## src/rtl/jimbo_bus_responder.sv

```systemverilog
// Memory-side responder for the Jimbo nibble bus: RAM, GPIO, a TX FIFO with a
// valid/ready port and a 16-bit timer with a snapshot shadow for coherent reads.
module jimbo_bus_responder #(
   parameter int RAM_DEPTH  = 256,
   parameter int FIFO_DEPTH = 8
) (
   input  logic        clk,
   input  logic        rst_n,
   input  logic [10:0] cpu_addr,
   input  logic        cpu_rw,
   input  logic [3:0]  cpu_wdata,
   output logic [3:0]  cpu_rdata,
   output logic [3:0]  gpio_out,
   input  logic [3:0]  gpio_in,
   output logic [3:0]  tx_data,
   output logic        tx_valid,
   input  logic        tx_ready
);

   localparam int RAM_AW = (RAM_DEPTH > 1) ? $clog2(RAM_DEPTH) : 1;
   localparam int PW     = $clog2(FIFO_DEPTH);
   localparam logic [11:0] RAM_LIMIT  = 12'(RAM_DEPTH);
   localparam logic [PW:0] FIFO_LIMIT = (PW + 1)'(FIFO_DEPTH);

   localparam logic [10:0] ADDR_GPIO_OUT = 11'h7F0;
   localparam logic [10:0] ADDR_GPIO_IN  = 11'h7F1;
   localparam logic [10:0] ADDR_TX_PUSH  = 11'h7F2;
   localparam logic [10:0] ADDR_STATUS   = 11'h7F3;
   localparam logic [10:0] ADDR_TIMER0   = 11'h7F4;
   localparam logic [10:0] ADDR_TIMER1   = 11'h7F5;
   localparam logic [10:0] ADDR_TIMER2   = 11'h7F6;
   localparam logic [10:0] ADDR_TIMER3   = 11'h7F7;

   logic [3:0]        ram      [RAM_DEPTH];
   logic [3:0]        fifo_mem [FIFO_DEPTH];
   logic [PW-1:0]     wr_ptr;
   logic [PW-1:0]     rd_ptr;
   logic [PW:0]       fifo_count;
   logic              ovf;
   logic [15:0]       timer;
   logic [11:0]       shadow;
   logic [3:0]        sync_1;
   logic [3:0]        sync_2;
   logic              push_wr_prev;

   logic              is_write;
   logic              ram_hit;
   logic [RAM_AW-1:0] ram_idx;
   logic              push_sel;
   logic              push_req;
   logic              push_ok;
   logic              pop;
   logic              fifo_full;
   logic              fifo_empty;
   logic [3:0]        read_value;

   assign is_write   = cpu_rw;
   assign ram_hit    = ({1'b0, cpu_addr} < RAM_LIMIT);
   assign ram_idx    = cpu_addr[RAM_AW-1:0];
   assign fifo_full  = (fifo_count == FIFO_LIMIT);
   assign fifo_empty = (fifo_count == '0);
   assign tx_valid   = !fifo_empty;
   assign tx_data    = fifo_empty ? 4'h0 : fifo_mem[rd_ptr];
   assign pop        = tx_valid && tx_ready;

   // A held write to the push address pushes only on its first cycle.
   assign push_sel = is_write && (cpu_addr == ADDR_TX_PUSH);
   assign push_req = push_sel && !push_wr_prev;
   assign push_ok  = push_req && (!fifo_full || pop);

   always_comb begin
      read_value = 4'h0;
      if (ram_hit) begin
         read_value = ram[ram_idx];
      end else begin
         case (cpu_addr)
            ADDR_GPIO_OUT: read_value = gpio_out;
            ADDR_GPIO_IN:  read_value = sync_2;
            ADDR_STATUS:   read_value = {1'b0, ovf, fifo_empty, fifo_full};
            ADDR_TIMER0:   read_value = timer[3:0];
            ADDR_TIMER1:   read_value = shadow[3:0];
            ADDR_TIMER2:   read_value = shadow[7:4];
            ADDR_TIMER3:   read_value = shadow[11:8];
            default:       read_value = 4'h0;
         endcase
      end
   end

   // Storage arrays carry no reset; reset only blocks writes in its cycle.
   always_ff @(posedge clk) begin
      if (rst_n && is_write && ram_hit) begin
         ram[ram_idx] <= cpu_wdata;
      end
      if (rst_n && push_ok) begin
         fifo_mem[wr_ptr] <= cpu_wdata;
      end
   end

   always_ff @(posedge clk) begin
      if (!rst_n) begin
         cpu_rdata    <= 4'h0;
         gpio_out     <= 4'h0;
         wr_ptr       <= '0;
         rd_ptr       <= '0;
         fifo_count   <= '0;
         ovf          <= 1'b0;
         timer        <= 16'h0000;
         shadow       <= 12'h000;
         sync_1       <= 4'h0;
         sync_2       <= 4'h0;
         push_wr_prev <= 1'b0;
      end else begin
         cpu_rdata    <= is_write ? 4'h0 : read_value;
         timer        <= timer + 16'd1;
         sync_1       <= gpio_in;
         sync_2       <= sync_1;
         push_wr_prev <= push_sel;

         if (is_write && (cpu_addr == ADDR_GPIO_OUT)) begin
            gpio_out <= cpu_wdata;
         end
         if (!is_write && (cpu_addr == ADDR_TIMER0)) begin
            shadow <= timer[15:4];
         end

         if (push_req && fifo_full && !pop) begin
            ovf <= 1'b1;
         end else if (is_write && (cpu_addr == ADDR_STATUS) && cpu_wdata[2]) begin
            ovf <= 1'b0;
         end

         if (push_ok) begin
            wr_ptr <= wr_ptr + 1'b1;
         end
         if (pop) begin
            rd_ptr <= rd_ptr + 1'b1;
         end
         case ({push_ok, pop})
            2'b10:   fifo_count <= fifo_count + 1'b1;
            2'b01:   fifo_count <= fifo_count - 1'b1;
            default: fifo_count <= fifo_count;
         endcase
      end
   end

endmodule

```

## config.mk

```make
export PLATFORM = sky130hd
export DESIGN_NAME = jimbo_bus_responder
export DESIGN_NICKNAME = d
export VERILOG_FILES = /design/src/rtl/jimbo_bus_responder.sv
export SDC_FILE = /design/constraint.sdc
export NUM_CORES = 1
export LEC_CHECK = 0
export CAP_MARGIN = 20
export CORE_UTILIZATION = 35
export CTS_CLUSTER_SIZE = 14
export DETAILED_ROUTE_END_ITERATION = 8
export PLACE_DENSITY_LB_ADDON = 0.2
export SYNTH_ARGS = -nofsm -noshare
export SYNTH_HDL_FRONTEND = slang
export SYNTH_SLANG_ARGS = --single-unit
```

## constraint.sdc

```tcl
create_clock -name clk -period 8.44 [get_ports clk]
set_input_delay 1.688 -clock clk [delete_from_list [all_inputs] [get_ports clk]]
set_output_delay 1.688 -clock clk [all_outputs]
set_load 0.01 [all_outputs]
```

Yosys cells after proc, flatten, opt, wreduce, memory -nomap -nowiden:

Memories as Yosys holds them, arrays and structs flattened. A register that Yosys moved wholly into a read port is not among the register bits.
Cells that the tools add are included.

* bits in read-only memories: 0
* bits of input ports: 23
* register bits: 56
* output and inout port bits: 13
* RAM bits: 1056
* word-level logic and storage cells: 66
* memories kept: 2
* latch bits: 0

Memories
* ram: words 256, width 4, rd ports 1, clocked after Yosys merged registers in 0, write ports 1, line 34 `logic [3:0] ram [RAM_DEPTH];`
* fifo_mem: words 8, width 4, rd ports 1, clocked after Yosys merged registers in 1, write ports 1, line 35 `logic [3:0] fifo_mem [FIFO_DEPTH];`

* add/subtract/negate cells: 5
* eq/ne operators: 11
* $lt $le $gt $ge: 1
* div/mod/pow operators: 0
* bitwise gates (word level): 1
* multiply operators: 0
* shift operators: 0
* reductions and logical operators: 23
* muxes and demuxes: 12

Operators by type and width (number)
* == test 11 bit, second input constant: 8
* one-hot mux 4 bit (7 select lines): 1
* adder 16 x 1 -> 16 bit, second input constant: 1
* logical AND 1 bit: 13
* < comparator 11 x 9 -> 1 bit, second input constant: 1
* two-way mux 4 bit: 2
* one-hot mux 4 bit (2 select lines): 1
* adder 3 x 1 -> 3 bit, second input constant: 2
* two-way mux 1 bit: 6
* two-way mux 3 bit: 2
* logical NOT 1 bit: 5
* adder 4 x 1 -> 4 bit, second input constant: 1
* == test 4 bit, second input constant: 1
* logical NOT 4 bit: 1
* nonzero test 2 bit: 2
* subtractor 4 x 1 -> 4 bit, second input constant: 1
* == test 2 x 1 -> 1 bit, second input constant: 1
* == test 2 bit, second input constant: 1
* OR reduction 2 bit: 1
* logical OR 1 bit: 1
* NOT 1 bit: 1

Longest topological paths before layout:

Gate-level depths: netlist of the first run.

* depth in word-level cells: 8
* depth in mapped cells: 14
* gate-level depth less buffers: 11

Worst setup path before layout of the first run:

No wires, ideal clock.

* path type: input port to flip-flop
* from: input port cpu_addr[1]
* to: register fifo_count[3]
* cell stages on the path: 14
* setup slack: 4456 ps
* buffers on the path: 3
* data required time: 8312 ps
* setup time: 128 ps
* arrival: 3856 ps
* cell sequence: buf_6 -> buf_4 -> nor2b_1 -> buf_2 -> nand2_1 -> nor3_1 -> nand2b_1 -> inv_1 -> ha_1 -> a21o_1 -> a21oi_1 -> mux2i_1 -> xnor2_1 -> nor2_1

* cells in the longest elaborated chain, start to end: 6
* elaborated cells on any way between the ends: 8
* those cells by class: eq/ne (3); mux (1); reduce/logical (4)

Ends and longest elaborated chain
* start, declared: line 9 `input logic [10:0] cpu_addr,`
* == test 11 bit *: line 67 `assign push_sel = is_write && (cpu_addr == ADDR_TX_PUSH);`
* logical AND 1 bit *: line 67
* logical AND 1 bit *: line 68 `assign push_req = push_sel && !push_wr_prev;`
* logical AND 1 bit *: line 69 `assign push_ok = push_req && (!fifo_full || pop);`
* == test 2 x 1 -> 1 bit or == test 2 bit (tied branches): line 138 `case ({push_ok, pop})`
* one-hot mux 4 bit (2 select lines) or nonzero test 2 bit (tied branches)
* end signal, assigned: line 139 `2'b10: fifo_count <= fifo_count + 1'b1;`
* end signal, assigned: line 140 `2'b01: fifo_count <= fifo_count - 1'b1;`
* end signal, assigned: line 141 `default: fifo_count <= fifo_count;`
* end, declared: line 38 `logic [PW:0] fifo_count;`

Every way passes the cells marked *; elsewhere a longest branch is shown, timed or not.
A chain may end at the register's enable or synchronous reset.

Worst setup path after layout of the first run:

* from: input port rst_n
* to: memory ram[141][0] (enable)

* cells in the longest elaborated chain, start to end: 4

Ends and longest elaborated chain
* start, declared: line 8 `input logic rst_n,`
* logical AND 1 bit (2 in series): line 91 `if (rst_n && is_write && ram_hit) begin`
* two-way mux 1 bit: line 91
* two-way mux 1 bit (not written as such): line 92 `ram[ram_idx] <= cpu_wdata;`
* end, declared: line 34

No other way between the ends.

==> flow_summary.json, run 1 <==
{
  "result_of_the_run": "finished, violations left",
  "violated_checks": "slew limit",
  "portBuffers": 35,
  "synth.top_cell.area_share_pct": 71.49,
  "switching_share_pct": 21.64,
  "grt_pass1_wl_um": 174600,
  "syn_area_um2": 44350,
  "max_slew.worst_pin.slew_ns": 1.518,
  "cts_hold_buffers": 0,
  "worst_ep_arrival_time_ns": 6.02,
  "layout_commonest_cell": "sky130_fd_sc_hd__edfxtp_1",
  "required_ns": 8.78,
  "yosys_register_bits": 1115,
  "final_min_period_over_clock_period_pct": 67.21,
  "cp.buffers_inverters": 1,
  "synth_top_area_cell": "sky130_fd_sc_hd__edfxtp_1",
  "setup_viol_count_final": 0,
  "p_total_mw": 11.99,
  "pin_count_of_the_biggest_net_entering_global_routing": 192,
  "report.final.hold_viol_count": 0,
  "mostFrequentLayoutCells": "sky130_fd_sc_hd__edfxtp_1, sky130_fd_sc_hd__nor2_1, sky130_fd_sc_hd__mux4_2, sky130_fd_sc_hd__clkbuf_16, sky130_fd_sc_hd__nand2_1",
  "drc_errors": 0,
  "grt_pass1_vias": 23920,
  "maxSlewHeadroom_pct": -1.224,
  "tritoncts": "done",
  "minimum_clock_period_after_layout_ns": 5.672,
  "power_frac_clock_pct": 43.4,
  "yosysWarningCount": 0,
  "postSynthAreaPerCell_um2": 18.17,
  "yosys-top-cells-area": "sky130_fd_sc_hd__edfxtp_1, sky130_fd_sc_hd__mux4_2, sky130_fd_sc_hd__nor2_1, sky130_fd_sc_hd__dfxtp_1, sky130_fd_sc_hd__mux2i_1",
  "min-delay-path-class": "flop to flop",
  "cts.htree.levels": 3,
  "multiInputGateArea_um2": 10690,
  "postSynthCellCount": 2441,
  "placementRows": 130,
  "cts_made_buffers": 116,
  "clock_tree.root_cell": "sky130_fd_sc_hd__clkbuf_16",
  "first_pass_iters": 5,
  "place.detailed.hpwl_um": 74500,
  "synth_nets": 2470,
  "cellLeakagePower_nw": 15.46,
  "wl_per_cell_um": 28.38,
  "ys_dominant_reg_cell": "sky130_fd_sc_hd__edfxtp_1",
  "grt_setup_unrepaired": "no",
  "fin_hold_ws_ns": 0.4459,
  "fmaxAchievable_mhz": 176.3,
  "post-route-cell-area_um2": 50480,
  "worst_setup_hold_path_clk_slew_ns": 0.06,
  "grt_usage_pct": 18.99,
  "maximum_clock_insertion_buffer_count": 3,
  "gp_routability_congestion": 0.8221,
  "globalRouteOverflowTotal": 0,
  "antenna_cells_inserted": 0,
  "sequential_cell_area_um2": 32890,
  "area_delta_synth_final_pct": 13.81,
  "finClkSkew_ns": 0.02544,
  "end_kind": "flop",
  "floorplan.io_pins": 36,
  "drv_cap": 0,
  "synth.distinct_cells": 65,
  "total_setup_buffers_inserted_after_cts": 0,
  "routed-via-count": 23420,
  "initial_utilization_pct": 35.28,
  "critical-path-max-stage-delay_ns": 1.05,
  "antenna_found_initial": 4,
  "detail_route.iter0.violations": 2454,
  "netSwitchingPower_mw": 2.594,
  "clock_latency_ns": 0.70,
  "worstSetupPathType": "input pin to flop",
  "synth_sequential_area_ratio_pct": 74.16,
  "fillers": 11230,
  "finish.net_count": 2540,
  "clock_sinks": 1115,
  "antenna_violating_nets_post_route": 0,
  "via_cell_ratio": 5.499,
  "cts_resized": 0,
  "synthArstFlopShare_pct": 0,
  "chipWidth_um": 358.0,
  "ir_drop_uv": 156.0,
  "floorplan.die_area_um2": 128200,
  "finalNonFillerCells": 4259,
  "pwr_density_cell_nw_per_um2": 237.5,
  "crit_path_max_fanout": 19,
  "die_h_um": 358.0,
  "setup_total_negative_slack_ns": 0,
  "p_comb_share_pct": 5.8,
  "cp_top_family": "simple AND/OR/NAND/NOR gates",
  "worst_path_max_delay_cell": "sky130_fd_sc_hd__nand3_1",
  "sequential_share_of_power_pct": 50.8,
  "power_report.internal_total_mw": 9.393,
  "finalMaxSlewViolations": 27,
  "drive_above_1_share_pct": 19.51,
  "post_dp_cell_area_um2": 46570,
  "design.core.area_um2": 125700,
  "synth-edff-count": 1056,
  "place_inst": 4041,
  "timing.critical_path.from_type": "input pin",
  "timing.critical_path.cells": "clkdlybuf4s50_1 > nor4b_1 > and2_1 > nand3_1 > nor2_1",
  "drt-total-wl_um": 120900
}
-- power groups by stage --
| stage | sequential [mW] | combinational, mW | clock (mW) |
|---|---|---|---|
| floorplan | 6.19 | 0.390 | 0 |
| global placement | 6.20 | 0.693 | 0 |
| detailed placement | 6.20 | 0.699 | 0 |
| CTS | 6.09 | 0.700 | 5.31 |
| global route | 6.09 | 0.743 | 5.51 |
| finish | 6.09 | 0.693 | 5.21 |
-- stage by stage --
step | setup WS, ns | util, %
after detailed placement | 2.226 | 37.04
after floorplan | 4.456 | -
after CTS | 2.976 | 40.12
after global placement | 2.332 | 37.00
final | 2.768 | 40.15
after global routing | 2.680 | 40.15
-- worst paths after layout --
kind	start	to	slack (ns)	cells after the start
worst min-delay path	sync_1[1]	sync_2[1]	0.45	1
worst min register to register	sync_1[1]	sync_2[1]	0.45	1
worst max-delay path	rst_n	ram[141][0]	2.77	5
worst max register to register	ram[152][2]	cpu_rdata[2]	5.32	7
-- cells by family (layout without fill, tap and decap cells) --
group | after synthesis | count (layout) | synth area share, %
AOI/OAI and AO/OA | 227 | 227 | 3.408
DFF | 1115 | 1115 | 74.16
xor gates and xnor gates | 16 | 16 | 0.3160
muxes | 332 | 332 | 14.24
buffers and inverters | 148 | 316 | 1.811
adders and majority gates | 6 | 6 | 0.1862
and+or+nand+nor | 597 | 597 | 5.885
-- routing by layer --
layer  up-vias  share of wire [%]  wire (um)  GRT usage, %
met2       836                 48      58030         30.51
met5         -                  0          0             0
met3       167                6.5       7910         3.562
met1     12480                 43      52380         26.66
li1       9934                  -          -             -
met4         0                2.1       2568         4.570
-- cells in the mapped netlist (all sizes together), types with 31 or more instances --
| library cell | number |
|---|---|
| a21oi | 56 |
| a22oi | 51 |
| buf | 86 |
| clkbuf | 52 |
| dfxtp | 59 |
| edfxtp | 1056 |
| mux2i | 74 |
| mux4 | 237 |
| nand2 | 105 |
| nand3 | 48 |
| nor2 | 330 |
| o21ai | 31 |
-- area by class of cell --
| class | instances | share of cell area [%] |
|---|---|---|
| Sequential cell | 1115 | 65.16 |
| Multi-Input combinational cell | 1178 | 21.18 |
| Clock buffer | 140 | 6.011 |
| Tap cell | 1650 | 4.090 |
| Timing Repair Buffer | 90 | 1.817 |
| Clock inverter | 76 | 1.673 |
| Inverter | 10 | 0.07436 |
-- flip-flops by register name, indices dropped and copies added (netlist names), 4 cells and up, named ones only --
register    count
ram          1024
fifo_mem       32
timer          16
shadow         12
cpu_rdata       4
fifo_count      4
gpio_out        4
sync_1          4
sync_2          4
No activity file was read; power rests on OpenSTA's default activity.
==> run 2: changes to the inputs <==
==> constraint.sdc (replaced) <==
create_clock -name clk -period 5.7 [get_ports clk]
set_input_delay 1.14 -clock clk [delete_from_list [all_inputs] [get_ports clk]]
set_output_delay 1.14 -clock clk [all_outputs]
set_load 0.01 [all_outputs]
==> run 2 against run 1 <==
Compared with the run above: via count increased by 0.88%; clock power grew 50%; the flow now finishes without violations; critical path type unchanged; sequential cell count is the same; first-iteration DRC count rose by 5.1%; power rose by 49%; routed wire length is 0.43% lower; sequential power increased by 48%; sequential share of layout area decreased by 0.33 points.
==> flow_summary.json, run 2 (synthesis gave the netlist of run 1 again) <==
{
  "result_of_the_run": "completed",
  "antenna_cells_inserted": 0,
  "detail_route.iter0.violations": 2578,
  "via_cell_ratio": 5.502,
  "reg.largest.list": "ram (1024), fifo_mem (32), timer (16)",
  "place.detailed.hpwl_um": 77160,
  "first_pass_iters": 5,
  "worst_ep_arrival_time_ns": 4.68,
  "max_slew.worst_pin.slew_ns": 1.240,
  "setup_total_negative_slack_ns": 0,
  "worst_setup_hold_path_clk_slew_ns": 0.06,
  "crit-reg2reg-launch": "ram[154][2]",
  "grt_pass1_vias": 23940,
  "wl_per_cell_um": 28.03,
  "required_ns": 6.03,
  "end_kind": "flop",
  "globalRouteOverflowTotal": 0,
  "finalMaxSlewViolations": 0,
  "portBuffers": 35,
  "antenna_violating_nets_post_route": 0,
  "floorplan.die_area_um2": 128200,
  "minimum_clock_period_after_layout_ns": 4.352,
  "clock_tree.root_cell": "sky130_fd_sc_hd__clkbuf_16",
  "antenna_found_initial": 2,
  "largest_reg_flops": 1024,
  "cts.htree.levels": 3,
  "placementRows": 130,
  "drive_above_1_share_pct": 20.12,
  "pin_count_of_the_biggest_net_entering_global_routing": 137,
  "layout_commonest_cell": "sky130_fd_sc_hd__edfxtp_1",
  "tritoncts": "done",
  "area_delta_synth_final_pct": 14.39,
  "grt_setup_unrepaired": "no",
  "maxSlewHeadroom_pct": 17.14,
  "pwr_density_cell_nw_per_um2": 352.1,
  "fillers": 11210,
  "final_min_period_over_clock_period_pct": 76.35,
  "worstHoldStart": "sync_1[3]",
  "worst_r2r_endpoint": "cpu_rdata[2]",
  "timing.critical_path.from_type": "input pin",
  "top_register": "ram",
  "clock_sinks": 1115,
  "chipWidth_um": 358.0,
  "gp_routability_congestion": 0.8485,
  "crit_path_max_fanout": 13,
  "drc_errors": 0,
  "routed-via-count": 23630,
  "die_h_um": 358.0,
  "r2r.worst_path.cells": 7,
  "timing.hold.worst_endpoint": "sync_2[3]",
  "worstSetupPathType": "input pin to flop",
  "drv_cap": 0,
  "cts_resized": 0,
  "setup_viol_count_final": 0,
  "drt-total-wl_um": 120400,
  "initial_utilization_pct": 35.28,
  "mostFrequentLayoutCells": "sky130_fd_sc_hd__edfxtp_1, sky130_fd_sc_hd__nor2_1, sky130_fd_sc_hd__mux4_2, sky130_fd_sc_hd__clkbuf_16, sky130_fd_sc_hd__nand2_1",
  "design.core.area_um2": 125700,
  "finClkSkew_ns": 0.01654,
  "maximum_clock_insertion_buffer_count": 3,
  "clock_latency_ns": 0.70,
  "report.final.hold_viol_count": 0,
  "cts_hold_buffers": 0,
  "floorplan.io_pins": 36,
  "fmaxAchievable_mhz": 229.8,
  "post-route-cell-area_um2": 50740,
  "cellLeakagePower_nw": 15.63,
  "fin_hold_ws_ns": 0.4435,
  "whs_path_depth": 1,
  "total_setup_buffers_inserted_after_cts": 0,
  "ir_drop_uv": 222.2,
  "post_dp_cell_area_um2": 46800,
  "cts_made_buffers": 115,
  "finish.net_count": 2572,
  "reg2reg_slack_ns": 2.99,
  "min-delay-path-class": "flop to flop",
  "grt_pass1_wl_um": 174000,
  "grt_usage_pct": 18.85
}
-- run 2: layer usage --
layer / share of wire (%) / global-route usage (%) / routed length, um / vias up
li1: - / - / - / 9999
met1: 43 / 26.63 / 52350 / 12580
met2: 48 / 30.24 / 57680 / 900
met3: 6.7 / 3.323 / 8008 / 146
met4: 1.9 / 4.613 / 2315 / 2
met5: 0.011 / 0 / 13 / -
-- run 2: per-stage QoR --
stage	total power, mW	instances	util (%)	setup WS, ns
finish	17.87	4294	40.35	1.348
floorplan	9.743	2441	-	2.264
CTS	18.02	4293	40.35	1.461
global placement	10.22	4075	37.22	0.8405
detailed placement	10.23	4075	37.22	0.6922
global route	18.39	4294	40.35	1.436
-- run 2: cell type report --
cell class / instances / area, um^2 / share of cell area, %
inverter: 10 / 37.54 / 0.07398
clock buffer: 151 / 3136 / 6.180
tap: 1650 / 2064 / 4.069
sequential: 1115 / 32890 / 64.83
timing repair buffer: 123 / 1144 / 2.254
multi-input combinational: 1178 / 10670 / 21.02
clock inverter: 67 / 797.0 / 1.571
-- run 2: worst max path at each step --
stage	startpoint	endpoint	slack [ns]	cells past startpoint
floorplan	cpu_addr[1]	fifo_count[3]	2.26	14
detailed placement	cpu_addr[8]	ram[0][1]	0.69	6
CTS	cpu_addr[8]	ram[0][1]	1.46	6
global placement	cpu_addr[8]	ram[11][1]	0.84	6
global route	cpu_addr[3]	ram[229][3]	1.44	5
finish	cpu_addr[3]	ram[182][3]	1.35	6
-- run 2: where the power goes --
group / switching, mW / total, mW / internal [mW]
Clock: 3.11 / 7.82 / 4.71
Sequential: 0.0329 / 9.01 / 8.98
Combinational: 0.647 / 1.04 / 0.388
Total: 3.79 / 17.9 / 14.1
-- run 2: worst max-delay path: stages --
cell	delay (ns)
sky130_fd_sc_hd__clkdlybuf4s50_1	0.86
sky130_fd_sc_hd__nor2b_1	1.17
sky130_fd_sc_hd__buf_4	0.28
sky130_fd_sc_hd__and2_1	0.32
sky130_fd_sc_hd__nand2_1	0.40
sky130_fd_sc_hd__nor2_1	0.48
==> run 3: changes to the inputs <==
==> constraint.sdc (replaced) <==
create_clock -name clk -period 4.2 [get_ports clk]
set_input_delay 0.84 -clock clk [delete_from_list [all_inputs] [get_ports clk]]
set_output_delay 0.84 -clock clk [all_outputs]
set_load 0.01 [all_outputs]
==> run 3 against run 2 <==
Compared with the run above: power up 32%; sequential power up 35%; hold slack worse by 0.0057 ns; combinational power up 40%; clock power up 26%; clock skew up 0.016 ns; utilization up 0.21 points; global-route usage up 0.34 points; die area unchanged; setup slack worse by 0.84 ns; critical path depth up 3; cell count up 1.4%; critical path type unchanged; critical endpoint is now cpu_rdata[2].
==> flow_summary.json, run 3 (synthesis gave the netlist of run 1 again) <==
{
  "critical-path-max-stage-delay_ns": 0.88,
  "clock_tree.root_cell": "sky130_fd_sc_hd__clkbuf_16",
  "layout_commonest_cell": "sky130_fd_sc_hd__edfxtp_1",
  "maxSlewHeadroom_pct": 32.17,
  "gp_routability_congestion": 0.8732,
  "mostFrequentLayoutCells": "sky130_fd_sc_hd__edfxtp_1, sky130_fd_sc_hd__nor2_1, sky130_fd_sc_hd__mux4_2, sky130_fd_sc_hd__buf_4, sky130_fd_sc_hd__clkbuf_16",
  "timing.critical_path.cells": "clkdlybuf4s50_1 > buf_4 > nor2b_1 > buf_4 > o311ai_0 > nor4_1 > nand4_1 > a31oi_1 > o31ai_1",
  "post_dp_cell_area_um2": 47380,
  "grt_setup_unrepaired": "no",
  "fmaxAchievable_mhz": 270.6,
  "drive_above_1_share_pct": 21.91,
  "grt_pass1_vias": 24530,
  "reg.largest.list": "ram (1024), fifo_mem (32), timer (16)",
  "timing.critical_path.from_type": "input pin",
  "report.final.hold_viol_count": 0,
  "placementRows": 130,
  "area_delta_synth_final_pct": 14.99,
  "timing.critical_path.mode_cell": "sky130_fd_sc_hd__buf_4",
  "post-route-worst-setup-slack_ns": 0.5048,
  "pin_count_of_the_biggest_net_entering_global_routing": 120,
  "grt_usage_pct": 19.19,
  "cts_resized": 0,
  "initial_utilization_pct": 35.28,
  "cp.buffers_inverters": 3,
  "floorplan.die_area_um2": 128200,
  "max_slew.worst_pin.slew_ns": 1.008,
  "grt_pass1_wl_um": 177400,
  "post-route-cell-area_um2": 51000,
  "crit_path_max_fanout": 15,
  "floorplan.io_pins": 36,
  "worst_setup_hold_path_clk_slew_ns": 0.06,
  "worstSetupPathType": "input pin to flop",
  "antenna_violating_nets_post_route": 0,
  "first_pass_iters": 6,
  "setup_viol_count_final": 0,
  "globalRouteOverflowTotal": 0,
  "final_min_period_over_clock_period_pct": 87.98,
  "portBuffers": 35,
  "setup_total_negative_slack_ns": 0,
  "drc_errors": 0,
  "design.core.area_um2": 125700,
  "antenna_found_initial": 3,
  "drt-total-wl_um": 122300,
  "cellLeakagePower_nw": 15.81,
  "pwr_density_cell_nw_per_um2": 461.7,
  "finalMaxSlewViolations": 0,
  "detail_route.iter0.violations": 2250,
  "end_kind": "flop",
  "maximum_clock_insertion_buffer_count": 3,
  "wl_per_cell_um": 28.09,
  "min-delay-path-class": "flop to flop",
  "die_h_um": 358.0,
  "result_of_the_run": "completed",
  "clock_sinks": 1115,
  "cp_top_family": "simple AND/OR/NAND/NOR gates",
  "fillers": 11220,
  "drv_cap": 0,
  "clock_latency_ns": 0.71,
  "via_cell_ratio": 5.456,
  "worst_ep_arrival_time_ns": 4.28,
  "ir_drop_uv": 273.8,
  "fin_hold_ws_ns": 0.4378,
  "place.detailed.hpwl_um": 81680,
  "finClkSkew_ns": 0.03257,
  "minimum_clock_period_after_layout_ns": 3.695,
  "placement.setup.worst_slack_ns": -0.06365,
  "tritoncts": "done",
  "finish.net_count": 2634,
  "total_setup_buffers_inserted_after_cts": 0,
  "cts_made_buffers": 115,
  "chipWidth_um": 358.0,
  "cts_hold_buffers": 0,
  "required_ns": 4.78,
  "largest_reg_flops": 1024,
  "cts.htree.levels": 3,
  "top_register": "ram",
  "worst_path_max_delay_cell": "sky130_fd_sc_hd__nor4_1",
  "routed-via-count": 23750
}
## run 3: cell count changes in the layout (fill, tap and decap cells not counted), moves of 5 or more
cell and change:
sky130_fd_sc_hd__clkinvlp_4 +6, sky130_fd_sc_hd__bufinv_16 -10, sky130_fd_sc_hd__buf_4 +54, sky130_fd_sc_hd__clkinv_2 +5, sky130_fd_sc_hd__clkinv_1 +5, sky130_fd_sc_hd__clkbuf_1 -7
sky130_fd_sc_hd__buf_12 +9
## run 3: cell type report
cell class                 count  area [um^2]  share of cell area [%]
clock inverter                78        636.9                   1.249
multi-input combinational   1178        10670                   20.91
inverter                      10        37.54                 0.07359
timing repair buffer         185         1724                   3.380
sequential                  1115        32890                   64.49
clock buffer                 136         2978                   5.838
tap                         1650         2064                   4.048
antenna                        2        5.005                0.009813
## run 3: worst paths after layout
kind	startpoint	end	slack [ns]	cells past startpoint
max	cpu_addr[7]	cpu_rdata[2]	0.50	9
min	sync_1[0]	sync_2[0]	0.44	1
min reg2reg	sync_1[0]	sync_2[0]	0.44	1
max reg2reg	ram[152][2]	cpu_rdata[2]	1.29	7
## run 3: power by group
part	total (mW)	internal, mW	switching (mW)
logic	1.46	0.568	0.890
registers	12.2	12.2	0.0455
clock network	9.86	5.60	4.26
total	23.5	18.3	5.20
## run 3: per-stage QoR
| stage | instances | power [mW] | utilization (%) |
|---|---|---|---|
| detailed placement | 4138 | 13.94 | 37.69 |
| finish | 4354 | 23.55 | 40.57 |
| CTS | 4352 | 23.75 | 40.56 |
| global route | 4352 | 24.21 | 40.56 |
| global placement | 4138 | 13.92 | 37.69 |
| floorplan | 2441 | 13.22 | - |
## run 3: per-layer routing
metal	vias to the layer above	share of wire, %	GRT usage (%)
li1	10120	-	-
met1	12600	43	26.39
met4	2	2.0	4.877
met5	-	0.011	0
met3	159	6.6	3.277
met2	875	49	31.59
